## src/rtl/friscv_icache_line_loader.sv

```systemverilog
// Instruction-cache line loader: turns one line-miss request into an AXI4 INCR read burst and
// assembles the returned beats into a full cache line, written back in a single cycle.
module friscv_icache_line_loader #(
    parameter int AXI_ADDR_W   = 32,
    parameter int AXI_ID_W     = 8,
    parameter int AXI_DATA_W   = 32,
    parameter int CACHE_LINE_W = 128
)(
    input  logic                    aclk,
    input  logic                    aresetn,
    input  logic                    srst,
    input  logic                    memctrl_arvalid,
    output logic                    memctrl_arready,
    input  logic [AXI_ADDR_W-1:0]   memctrl_araddr,
    input  logic [2:0]              memctrl_arprot,
    input  logic [AXI_ID_W-1:0]     memctrl_arid,
    output logic                    mem_arvalid,
    input  logic                    mem_arready,
    output logic [AXI_ADDR_W-1:0]   mem_araddr,
    output logic [7:0]              mem_arlen,
    output logic [2:0]              mem_arsize,
    output logic [1:0]              mem_arburst,
    output logic [2:0]              mem_arprot,
    output logic [AXI_ID_W-1:0]     mem_arid,
    input  logic                    mem_rvalid,
    output logic                    mem_rready,
    input  logic [AXI_ID_W-1:0]     mem_rid,
    input  logic [1:0]              mem_rresp,
    input  logic [AXI_DATA_W-1:0]   mem_rdata,
    input  logic                    mem_rlast,
    output logic                    cache_writing,
    output logic                    cache_wen,
    output logic [AXI_ADDR_W-1:0]   cache_waddr,
    output logic [CACHE_LINE_W-1:0] cache_wdata,
    output logic                    load_err
);

    localparam int BEATS    = CACHE_LINE_W / AXI_DATA_W;
    localparam int CNT_W    = (BEATS > 1) ? $clog2(BEATS) : 1;
    localparam int OFFSET_W = $clog2(CACHE_LINE_W / 8);

    localparam logic [7:0] ARLEN  = 8'(BEATS - 1);
    localparam logic [2:0] ARSIZE = 3'($clog2(AXI_DATA_W / 8));
    localparam logic [CNT_W-1:0] LAST_BEAT = CNT_W'(BEATS - 1);

    localparam logic [1:0] IDLE  = 2'd0;
    localparam logic [1:0] REQ   = 2'd1;
    localparam logic [1:0] FILL  = 2'd2;
    localparam logic [1:0] WRITE = 2'd3;

    logic [1:0]              state_q, state_d;
    logic [AXI_ADDR_W-1:0]   addr_q, addr_d;
    logic [AXI_ID_W-1:0]     id_q, id_d;
    logic [2:0]              prot_q, prot_d;
    logic [CACHE_LINE_W-1:0] line_q, line_d;
    logic [CNT_W-1:0]        beat_q, beat_d;
    logic                    err_q, err_d;

    logic in_req;
    logic in_write;
    logic unused_bits;

    assign unused_bits = ^{mem_rid, memctrl_araddr[OFFSET_W-1:0]};

    always_comb begin
        state_d = state_q;
        addr_d  = addr_q;
        id_d    = id_q;
        prot_d  = prot_q;
        line_d  = line_q;
        beat_d  = beat_q;
        err_d   = err_q;
        case (state_q)
            IDLE: begin
                if (memctrl_arvalid && memctrl_arready) begin
                    addr_d  = {memctrl_araddr[AXI_ADDR_W-1:OFFSET_W], {OFFSET_W{1'b0}}};
                    id_d    = memctrl_arid;
                    prot_d  = memctrl_arprot;
                    line_d  = '0;
                    beat_d  = '0;
                    err_d   = 1'b0;
                    state_d = REQ;
                end
            end
            REQ: begin
                if (mem_arready) state_d = FILL;
            end
            FILL: begin
                if (mem_rvalid) begin
                    line_d[int'(beat_q) * AXI_DATA_W +: AXI_DATA_W] = mem_rdata;
                    beat_d = beat_q + 1'b1;
                    if (mem_rresp != 2'b00) err_d = 1'b1;
                    // A short burst (early rlast) leaves the untouched slices at zero
                    if (mem_rlast || beat_q == LAST_BEAT) state_d = WRITE;
                end
            end
            WRITE: state_d = IDLE;
            default: state_d = IDLE;
        endcase
    end

    always_ff @(posedge aclk or negedge aresetn) begin
        if (!aresetn) begin
            state_q <= IDLE;
            addr_q  <= '0;
            id_q    <= '0;
            prot_q  <= '0;
            line_q  <= '0;
            beat_q  <= '0;
            err_q   <= 1'b0;
        end else if (srst) begin
            state_q <= IDLE;
            addr_q  <= '0;
            id_q    <= '0;
            prot_q  <= '0;
            line_q  <= '0;
            beat_q  <= '0;
            err_q   <= 1'b0;
        end else begin
            state_q <= state_d;
            addr_q  <= addr_d;
            id_q    <= id_d;
            prot_q  <= prot_d;
            line_q  <= line_d;
            beat_q  <= beat_d;
            err_q   <= err_d;
        end
    end

    assign in_req   = (state_q == REQ);
    assign in_write = (state_q == WRITE);

    // Held off while either reset is active so no request is lost to a reset edge
    assign memctrl_arready = (state_q == IDLE) && aresetn && !srst;

    assign mem_arvalid = in_req;
    assign mem_araddr  = in_req ? addr_q : '0;
    assign mem_arlen   = in_req ? ARLEN : '0;
    assign mem_arsize  = in_req ? ARSIZE : '0;
    assign mem_arburst = in_req ? 2'b01 : '0;
    assign mem_arprot  = in_req ? prot_q : '0;
    assign mem_arid    = in_req ? id_q : '0;
    assign mem_rready  = (state_q == FILL);

    assign cache_wen     = in_write;
    assign cache_writing = in_write;
    assign cache_waddr   = in_write ? addr_q : '0;
    assign cache_wdata   = in_write ? line_q : '0;
    assign load_err      = in_write && err_q;

endmodule

```

## config.mk

```make
export PLATFORM = sky130hd
export DESIGN_NAME = friscv_icache_line_loader
export DESIGN_NICKNAME = d
export VERILOG_FILES = /design/src/rtl/friscv_icache_line_loader.sv
export SDC_FILE = /design/constraint.sdc
export NUM_CORES = 1
export LEC_CHECK = 0
export ABC_AREA = 1
export ABC_CLOCK_PERIOD_IN_PS = 2070
export CORE_AREA = 4 4 149 151
export CTS_CLUSTER_SIZE = 28
export DETAILED_ROUTE_END_ITERATION = 8
export DIE_AREA = 0 0 153 155
export MAX_ROUTING_LAYER = met4
export PLACE_DENSITY = 0.88
export SLEW_MARGIN = 25
export SYNTH_ARGS = -nofsm -noshare
export SYNTH_HDL_FRONTEND = slang
export SYNTH_SLANG_ARGS = --single-unit
```

## constraint.sdc

```tcl
create_clock -name aclk -period 2.07 [get_ports aclk]
set_clock_uncertainty 0.1 [all_clocks]
set_input_delay 0.207 -clock aclk [delete_from_list [all_inputs] [get_ports aclk]]
set_output_delay 0.207 -clock aclk [all_outputs]
set_load 0.02 [all_outputs]
```

## Word level (Yosys, flattened, before mapping)

Index checks and enable logic that the tools add are counted.

| cells by class | value |
|---|---|
| add/subtract/negate cells | 2 |
| eq/ne operators | 9 |
| shift-type cells | 2 |
| muxes and demuxes | 37 |
| reductions and logical operators | 15 |

Operators by type and width:

| cell | number |
|---|---|
| 128-bit two-way mux | 4 |
| 128-bit case mux with 2 select lines | 1 |
| 32-bit two-way mux | 5 |
| 128-bit bitwise mux | 1 |
| 32-bit by 33-bit variable shift with 128-bit output, first input constant | 1 |
| 32-bit by 33-bit variable part select with 128-bit output | 1 |
| 7-bit negation with 33-bit output | 1 |
| 8-bit two-way mux | 4 |
| 2-bit two-way mux | 10 |
| 3-bit two-way mux | 4 |
| 3-bit inequality test, second input constant | 3 |
| 2-bit case mux with 4 select lines | 1 |
| 4-bit AND reduction | 2 |
| 2-bit equality test, second input constant | 3 |
| 3-bit by 2-bit inequality test with 1-bit output, second input constant | 2 |
| 2-bit nonzero test | 3 |
| 1-bit two-way mux | 5 |
| 1-bit logical AND | 4 |
| 2-bit case mux with 2 select lines | 1 |
| 3-bit AND reduction | 1 |
| 3-bit nonzero test | 1 |
| 2-bit by 1-bit adder with 2-bit output, second input constant | 1 |
| 2-bit by 1-bit equality test with 1-bit output, second input constant | 1 |
| 2-bit logical NOT | 1 |
| 4 further kinds | 4 |

| word-level totals | value |
|---|---|
| flip-flop bits (word level) | 176 |
| output and inout port bits | 222 |
| logic and storage cells | 72 |

## Logic depth before layout (Yosys ltp)

Gate-level depths: netlist (run 1).

| logic depth | value |
|---|---|
| depth in word-level cells | 7 |
| depth in mapped cells | 10 |
| gate-level depth less buffers | 9 |

## Least setup slack after synthesis (run 1)

No wires, ideal clock.

| path | value |
|---|---|
| path kind | register to output |
| from | register state_q[1] |
| to | output port mem_araddr[30] |
| arrival time | 1657 ps |
| required time | 1763 ps |
| setup slack | 106 ps |
| cell stages (with the launch flop) | 7 |
| buffers on the path | 2 |
| cell sequence | dfrtp_1 -> inv_1 -> ha_1 -> clkbuf_1 -> clkbuf_1 -> nand2_1 -> inv_1 |

| between the ends | value |
|---|---|
| word-level cells in the longest chain between the ends | 2 |

RTL lines:

| element | line | text |
|---|---|---|
| start, declared | 51 | `logic [1:0] state_q, state_d;` |
| start signal, assigned | 120 | `state_q <= state_d;` |
| 2-bit by 1-bit equality test with 1-bit output | 130 | `assign in_req = (state_q == REQ);` |
| named net mem_arvalid | 17 | `output logic mem_arvalid,` |
| 32-bit two-way mux | 137 | `assign mem_araddr = in_req ? addr_q : '0;` |
| end, declared | 19 | `output logic [AXI_ADDR_W-1:0] mem_araddr,` |

The timed path passes the listed nets, and every way through them passes these cells.

## Final worst setup path (run 1)

| path | value |
|---|---|
| from | register state_q[1] |
| to | output port cache_wdata[61] |

| between the ends | value |
|---|---|
| word-level cells in the longest chain between the ends | 2 |

RTL lines:

| element | line | text |
|---|---|---|
| 2-bit equality test | 131 | `assign in_write = (state_q == WRITE);` |
| 128-bit two-way mux | 148 | `assign cache_wdata = in_write ? line_q : '0;` |
| end, declared | 34 | `output logic [CACHE_LINE_W-1:0] cache_wdata,` |

No other way between the ends.

==> impl_metrics.toml, run 1 <==
[cts]
cts_tree = "done"
clock-sinks = 172
clockBufferDepth = 2
root_buffer = "clkbuf_16"
cts_buffers = 17
htree_levels = 4
insertion_delay_ps = 420
clk_pin_slew_ps = 60

[synth]
ys_seq_area_share_pct = 44.6
synth_top_area_share_pct = 44.6
synth.area.top_cells = "dfrtp_1 45%, nand2_1 25%, inv_1 9.4%, nor2_1 5.3%, nand4_1 4.6%"
yosysWarnings = 0
synth_cells = 1455
ys_types = 24
yosysTopAreaCell = "dfrtp_1"
syn_area_per_cell_um2 = 6.63
netlist_area_um2 = 9640
ys_ff_latch = 172

[setup_path]
crit_arrival_ps = 1770
reg2reg_from = "state_q[0]$_DFFE_PN0P_"
reg2reg_depth = 11
end_kind = "output pin"
required_ps = 1760
path_max_fanout = 18
path_class = "reg -> out"
regToRegSetupSlack_ps = 110
startpoint_type = "flop"
worst_r2r_endpoint = "line_q[73]$_DFFE_PN0P_"

[pwr]
p_clk_share_pct = 27.7
p_comb_share_pct = 41.8
internal_power_mw = 7.58
powerDensity_nw_per_um2 = 915
power_frac_seq_pct = 30.4
p_leak_nw = 8.52
totalPowerFinal_mw = 12.2
p_switching_mw = 4.65
swShare_pct = 38.0
peakVddDrop_mv = 0.876

[outcome]
status = "finished with violations"
failed_checks = "setup timing"

[worst_hold_path]
hold_class = "in -> async"

[floorplanning]
pin_count = 314
dieArea_um2 = 23700
die_h_um = 155
die_w_um = 153
fp.coreArea_um2 = 20800
placementRows = 53
start_util_pct = 46.3

[detailed_routing]
dr.first_iter.drc_count = 986
drtPass1Iterations = 5
drc = 0
antenna_left = 0
num_vias = 10097
wl_per_cell_um = 16.6
drt_wl_total_um = 33400
viasPerCell = 5.02

[timing]
fin_ws_ps = -6.93
fin_crit_sh_pct = 100
hold_viol_final = 0
finalSetupTns_ps = -13.2
setup_viol = 2
rsz0062_at_grt = "yes"
slew_viol_final = 0
min_period_ps = 2080
fmax_ghz = 0.481

[place]
portBuffers = 284
place_congestion = 0.933
dp_hpwl_um = 22400

[global_route]
grt_max_degree = 84
grt-ovfl-total = 0
grt_usage_pct = 27.6
antenna_found_initial = 1
grt_pass1_vias = 9623
grt_pass1_wl_um = 51100

[layout]
drive_gt1_share_pct = 18.8
fin_nets = 1828
final_core_util_pct = 64.2
syn2layout_area_growth_pct = 38.7

[run]
drv_cap = 0
## per-layer routing
metal  wire length (um)  GRT usage, %
met4               1480          12.2
met1              13100          33.8
met2              16100          44.8
met3               2690          5.56
met5                  0             -
## flip-flops by register name, summed over array words and instances, names as in the netlist
register	cells
state_q	2
prot_q	3
err_q	1
addr_q	28
id_q	8
line_q	128
beat_q	2
## worst max path at each step
stage | start | end | slack, ps | depth (start not counted)
2_1_floorplan | state_q[1]$_DFFE_PN0P_ | mem_araddr[30] | 110 | 6
3_3_place_gp | state_q[0]$_DFFE_PN0P_ | cache_wdata[65] | 7 | 5
3_5_place_dp | state_q[0]$_DFFE_PN0P_ | load_err | -30 | 5
4_1_cts | state_q[1]$_DFFE_PN0P_ | cache_wdata[107] | -120 | 7
5_1_grt | state_q[1]$_DFFE_PN0P_ | cache_wdata[61] | -70 | 7
6_report | state_q[1]$_DFFE_PN0P_ | cache_wdata[61] | -7 | 7
## what timing repair did
action | 4_1_cts | 5_1_grt
endpoints found under the hold margin | 43 | 0
gates resized for setup | 634 | 188
hold buffers | 1 | 0
gates cloned | 6 | 4
buffers inserted | 13 | 4
setup endpoints to repair | 231 | 327
pin swaps | 3 | 8
## synth_stat cells
cell type	number
nor2_2	1
o21ai_0	20
buf_4	25
nor3_1	4
nand4_1	71
nand3_1	24
a21oi_1	20
clkinv_1	1
conb_1	1
ha_1	10
inv_2	1
nor2_4	1
nor2_1	136
inv_1	242
nand3_2	4
nand2_1	632
dfrtp_1	172
a22oi_1	1
buf_1	7
o21bai_1	1
clkbuf_1	54
inv_4	1
buf_2	24
nand2_2	2
## power groups by stage
stage / clock network [mW] / logic, mW / registers [mW]
after detailed placement: 0 / 4.02 / 3.78
after global routing: 3.59 / 5.42 / 3.75
final: 3.39 / 5.12 / 3.72
after global placement: 0 / 3.93 / 3.77
after floorplan: 0 / 2.48 / 3.72
after CTS: 3.42 / 4.74 / 3.71
## layout make-up
| cell class | instances | area, um^2 |
|---|---|---|
| well taps | 275 | 344 |
| inverters | 245 | 925 |
| fillers | 1849 | 7450 |
| clock buffers | 19 | 443 |
| repair buffers | 346 | 3110 |
| diodes | 1 | 2.50 |
| multi-input cells | 944 | 4070 |
| flip-flops and latches | 172 | 4310 |
| clock inverters | 11 | 169 |
## through the flow
stage / instances / hold WS (ps) / instance area, um^2 / worst slack [ps]
floorplan: 1471 / -189 / 9700 / 106
global placement: 1955 / -17.9 / 12800 / 7.41
detailed placement: 1955 / -14.0 / 12800 / -34.4
CTS: 2004 / 101 / 13500 / -120
global route: 2013 / 137 / 13400 / -65.5
finish: 2013 / 122 / 13400 / -6.93
## cells by family after synthesis
kind of cell	after synthesis	synth area share (%)
fa+ha+maj	10	1.30
flops	172	44.6
compound gates	42	2.23
other cells	1	0.0389
buf+inv	355	15.1
simple gates	875	36.7
## critical path, cell delays in order (launching register included)
cell     delay [ps]
dfrtp_2         440
ha_4            190
buf_12          130
buf_12          140
buf_12          150
nand2_1          80
inv_1            50
buf_2           150
## cell usage in the layout (no fill, tap or decap), types with 4 or more instances in the layout
cell             count
a21oi_1             20
buf_12              22
nor3_1               4
ha_4                 4
buf_6               28
dlygate4sd2_1       13
nand4_1             71
inv_2                6
dfrtp_1            169
inv_1              236
ha_1                 6
buf_16               5
clkbuf_16           19
nor2_1             132
bufinv_16            4
buf_2              103
conb_1              17
buf_4               39
nand3_1             24
clkdlybuf4s15_2     22
nand2_1            616
nand2_2             18
clkbuf_2            30
o21ai_0             20
clkdlybuf4s50_1     78
No activity file was read; power rests on OpenSTA's default activity.
==> run 2, diff against run 1 <==
Settings changed: ABC_CLOCK_PERIOD_IN_PS 2070 to 2400, CORE_AREA 4 4 149 151 to 4 4 143 145, DIE_AREA 0 0 153 155 to 0 0 147 149, PLACE_DENSITY 0.88 to 0.94.
Clock period 2.07 ns to 2.4 ns, I/O delays scaled along.
==> run 2 against run 1 <==
Against the previous run: via count fell by 2.6%; critical path depth fell by 2; wire length fell by 6.8%; combinational power fell by 32%; the flow now finishes without violations; highest routed layer unchanged; worst setup slack improved by 78 ps; sequential power fell by 14%; cell count fell by 2.0%; design area fell by 1.6%.
==> impl_metrics.toml, run 2 (synthesis results as in run 1) <==
[setup_path]
end_kind = "output pin"
path_buf_inv = 3
path_max_fanout = 32
crit_arrival_ps = 1990
crit_path_max_incr_delay_ps = 600
worst_path_max_delay_cell = "clkdlybuf4s50_1"
crit_family = "buffers and inverters"
required_ps = 2060
path_cells = "ha_4 > buf_12 > nand2_1 > inv_1 > clkdlybuf4s50_1"
reg2reg_from = "state_q[0]$_DFFE_PN0P_"
startpoint = "state_q[0]$_DFFE_PN0P_"
startpoint_type = "flop"
path_class = "reg -> out"

[detailed_routing]
antenna_left = 0
viasPerCell = 4.99
drtPass1Iterations = 6
drt_wl_total_um = 31100
drc = 0
wl_per_cell_um = 15.8
num_vias = 9832
dr.first_iter.drc_count = 775

[cts]
root_buffer = "clkbuf_16"
clock-sinks = 172
cts_tree = "done"
clockBufferDepth = 2
cts_buffers = 17
htree_levels = 4
cts_setup_buffers = 0
clk_pin_slew_ps = 60
insertion_delay_ps = 410

[timing]
min_period_ps = 2330
fin_crit_sh_pct = 97.1
worstMarginPinSlew_ps = 781
relSlewSlack_pct = 47.9
hold_ws_ps = 128
slew_viol_final = 0
hold_viol_final = 0
setup_viol = 0
fmax_ghz = 0.429

[layout]
largest_register_ffs = 128
syn2layout_area_growth_pct = 36.4
reg.largest.list = "line_q x128, addr_q x28, id_q x8"
finalInstanceArea_um2 = 13200
final_cell_mix = "631 x nand2_1, 242 x inv_1, 172 x dlygate4sd2_1"
regMostFlops = "line_q"
fin_nets = 1794
drive_gt1_share_pct = 4.40
layout_commonest_cell = "nand2_1"

[floorplanning]
fp.coreArea_um2 = 19200
placementRows = 51
pin_count = 314
dieArea_um2 = 21900
start_util_pct = 50.2
die_h_um = 149
die_w_um = 147

[run]
drv_cap = 0

[worst_hold_path]
hold_class = "in -> async"

[pwr]
peakVddDrop_mv = 0.637
powerDensity_nw_per_um2 = 704
totalPowerFinal_mw = 9.26
p_leak_nw = 8.96

[global_route]
antenna_found_initial = 2
grt-ovfl-total = 0
grt_max_degree = 111
grt_usage_pct = 28.7
grt_pass1_vias = 9442
grt_pass1_wl_um = 49000

[place]
placed_cell_area_um2 = 12700
dp_hpwl_um = 21900
place_congestion = 0.928
portBuffers = 284

[outcome]
status = "finished, final reports clean"
==> run 2: changes by cell type in the layout (fill, tap and decap cells not counted), moves of 4 or more <==
cell             delta
buf_12             -11
clkbuf_2           -30
buf_4              -24
clkdlybuf4s50_1    +12
clkdlybuf4s15_2    -22
dlymetal6s2s_1     +19
inv_2               -5
bufinv_16           -4
nand2_2            -15
nand2_1            +15
inv_1               +6
buf_6              -27
dlygate4sd2_1     +159
buf_2             -103
==> run 2: what timing repair did <==
item / CTS / global route
setup endpoints to repair: 200 / 38
gates resized for setup: 178 / 21
gates cloned: 1 / 0
hold endpoints to repair: 172 / 0
hold buffers: 1 / 0
==> run 2: report_power, final <==
group | switching, mW | internal, mW | total (mW) | leakage (nW)
clock network | 1.17 | 1.41 | 2.59 | 0.260
logic | 2.33 | 1.13 | 3.47 | 6.32
registers | 0.141 | 3.07 | 3.21 | 2.39
==> run 2: final timing paths <==
check	to	slack, ps	depth (start not counted)
hold reg to reg	err_q$_DFFE_PN0P_	370	2
hold / removal	line_q[6]$_DFFE_PN0P_	130	2
min in group aclk	id_q[6]$_DFFE_PN0P_	270	3
max in group asynchronous	state_q[0]$_DFFE_PN0P_	1090	3
setup reg to reg	addr_q[29]$_DFFE_PN0P_	280	7
setup / recovery	cache_waddr[29]	70	5
==> run 2: per-layer routing <==
layer | vias up | routed length, um | track usage [%]
li1 | 4723 | - | -
met1 | 4528 | 11800 | 34.1
met2 | 495 | 15400 | 48.0
met3 | 86 | 2370 | 4.98
met4 | 0 | 1480 | 13.6
met5 | - | 0 | -
==> run 2: area by class of cell <==
type                    instances  area, um^2
diodes                          2        5.00
clock buffers                  23         478
clock inverters                 9        63.8
fillers                      1641        6050
inverters                     245         922
multi-input cells             944        3960
flip-flops and latches        172        4310
well taps                     265         332
repair buffers                312        3090
==> run 2: through the flow <==
stage	utilization, %	TNS, ps	std cells	worst slack (ps)
2_1_floorplan	-	0	1471	403
3_3_place_gp	66.1	0	1936	272
3_5_place_dp	66.1	0	1936	223
4_1_cts	68.2	-24.6	1970	-24.6
5_1_grt	68.5	-25.3	1972	-9.80
6_report	68.5	0	1972	70.7
==> run 3, diff against run 2 <==
Settings changed: PLACE_DENSITY 0.94 to 0.86.
==> run 3 against run 2 <==
Against the previous run: first-iteration DRC count shrank 5.8%; global-route usage grew 0.28 points; combinational power shrank 2%; worst setup slack gained 10 ps; via count grew 0.15%; critical path depth grew 1; flip-flop and latch count is the same; sequential power is essentially flat; count of clock-buffer cells in the layout is the same; total power grew 0.46%.
==> impl_metrics.toml, run 3 (synthesis results as in run 1) <==
[outcome]
status = "finished, final reports clean"

[layout]
seqCellArea_um2 = 4310
fin_nets = 1799
finalInstanceArea_um2 = 13100
final_cell_mix = "631 x nand2_1, 242 x inv_1, 171 x dfrtp_1"
reg.largest.list = "line_q x128, addr_q x28, id_q x8"
fill_cells = 1699
layout_commonest_cell = "nand2_1"
instances_no_fill = 1979
largest_register_ffs = 128
syn2layout_area_growth_pct = 35.8
regMostFlops = "line_q"
final_core_util_pct = 68.2
multi_input_area_um2 = 3970
drive_gt1_share_pct = 6.78

[detailed_routing]
dr.first_iter.drc_count = 730
drtPass1Iterations = 5
viasPerCell = 4.98
num_vias = 9847
drt_wl_total_um = 31200
antenna_left = 0
wl_per_cell_um = 15.8
drc = 0

[floorplanning]
placementRows = 51
fp.coreArea_um2 = 19200
start_util_pct = 50.2
pin_count = 314
dieArea_um2 = 21900
die_h_um = 149
die_w_um = 147

[global_route]
grt-ovfl-total = 0
grt_usage_pct = 29.0
antenna_found_initial = 3
grt_pass1_wl_um = 49000
grt_max_degree = 123
grt_pass1_vias = 9272

[setup_path]
end_kind = "output pin"
reg2reg_depth = 7
crit_arrival_ps = 1980
required_ps = 2060
path_class = "reg -> out"
startpoint_type = "flop"
worst_r2r_endpoint = "addr_q[25]$_DFFE_PN0P_"
reg2reg_from = "state_q[1]$_DFFE_PN0P_"
regToRegSetupSlack_ps = 250
path_max_fanout = 37

[cts]
insertion_delay_ps = 420
root_buffer = "clkbuf_16"
htree_levels = 4
cts_tree = "done"
clk_pin_slew_ps = 70
clockBufferDepth = 2
clock-sinks = 172
cts_buffers = 17

[place]
portBuffers = 284
dpl.cell_count = 1938
dp_hpwl_um = 21800
place_congestion = 0.948
placed_cell_area_um2 = 12700

[pwr]
p_leak_nw = 9.00
totalPowerFinal_mw = 9.31
peakVddDrop_mv = 0.609
powerDensity_nw_per_um2 = 711

[worst_hold_path]
min_from = "memctrl_arprot[1]"
hold_class = "in -> reg"
holdPathStages = 3
hold_path_end = "prot_q[1]$_DFFE_PN0P_"

[timing]
fmax_ghz = 0.431
worstMarginPinSlew_ps = 673
hold_viol_final = 0
hold_ws_ps = 265
setup_viol = 0
fin_crit_sh_pct = 96.6
slew_viol_final = 0
min_period_ps = 2320
relSlewSlack_pct = 55.1

[run]
drv_cap = 0
## run 3: stage by stage
step	setup TNS [ps]	setup slack (ps)
6_report	0	80.8
5_1_grt	-2.45	-2.45
4_1_cts	-346	-119
3_5_place_dp	0	231
3_3_place_gp	0	246
2_1_floorplan	0	403
## run 3: worst max-delay path, cell delays in order (launching register included)
cell,delay (ps)
dfrtp_2,430
ha_4,220
buf_4,160
bufbuf_16,330
nand2_1,70
inv_1,50
clkdlybuf4s15_1,290
## run 3: metal layers
metal | share of wire (%) | vias to the layer above | global-route usage [%] | wire length (um)
met5 | 0 | - | - | 0
met4 | 5.3 | 0 | 14.5 | 1660
met3 | 7.3 | 81 | 6.35 | 2280
met2 | 49 | 430 | 47.5 | 15300
met1 | 38 | 4590 | 34.1 | 12000
li1 | - | 4746 | - | -
## run 3: timing repair
| action | CTS | global route |
|---|---|---|
| hold buffers | 1 | 0 |
| buffers inserted | 1 | 2 |
| resized for setup | 185 | 93 |
| hold endpoints to repair | 172 | 0 |
| setup endpoints to repair | 202 | 66 |
| cloned | 1 | 0 |
## run 3: how the worst max path moves through the flow
stage | startpoint | to | slack [ps] | depth (start not counted)
2_1_floorplan | state_q[1]$_DFFE_PN0P_ | mem_araddr[30] | 400 | 6
3_3_place_gp | state_q[0]$_DFFE_PN0P_ | mem_arprot[0] | 250 | 5
3_5_place_dp | state_q[1]$_DFFE_PN0P_ | mem_araddr[7] | 230 | 6
4_1_cts | state_q[1]$_DFFE_PN0P_ | mem_araddr[16] | -120 | 6
5_1_grt | state_q[0]$_DFFE_PN0P_ | cache_wdata[18] | -2 | 6
6_report | state_q[0]$_DFFE_PN0P_ | cache_wdata[80] | 80 | 6
## run 3: power by group
part	switching, mW	internal [mW]
combinational	2.34	1.05
clock	1.15	1.57
sequential	0.132	3.07
total	3.62	5.69
## run 3: final cells by class
| type | instances | area share (%) |
|---|---|---|
| Inverter | 245 | 7.04 |
| Multi-Input combinational cell | 944 | 30.3 |
| Antenna cell | 4 | 0.0764 |
| Timing Repair Buffer | 317 | 22.7 |
| Sequential cell | 172 | 32.9 |
| Tap cell | 265 | 2.53 |
| Clock buffer | 23 | 3.80 |
| Clock inverter | 9 | 0.650 |
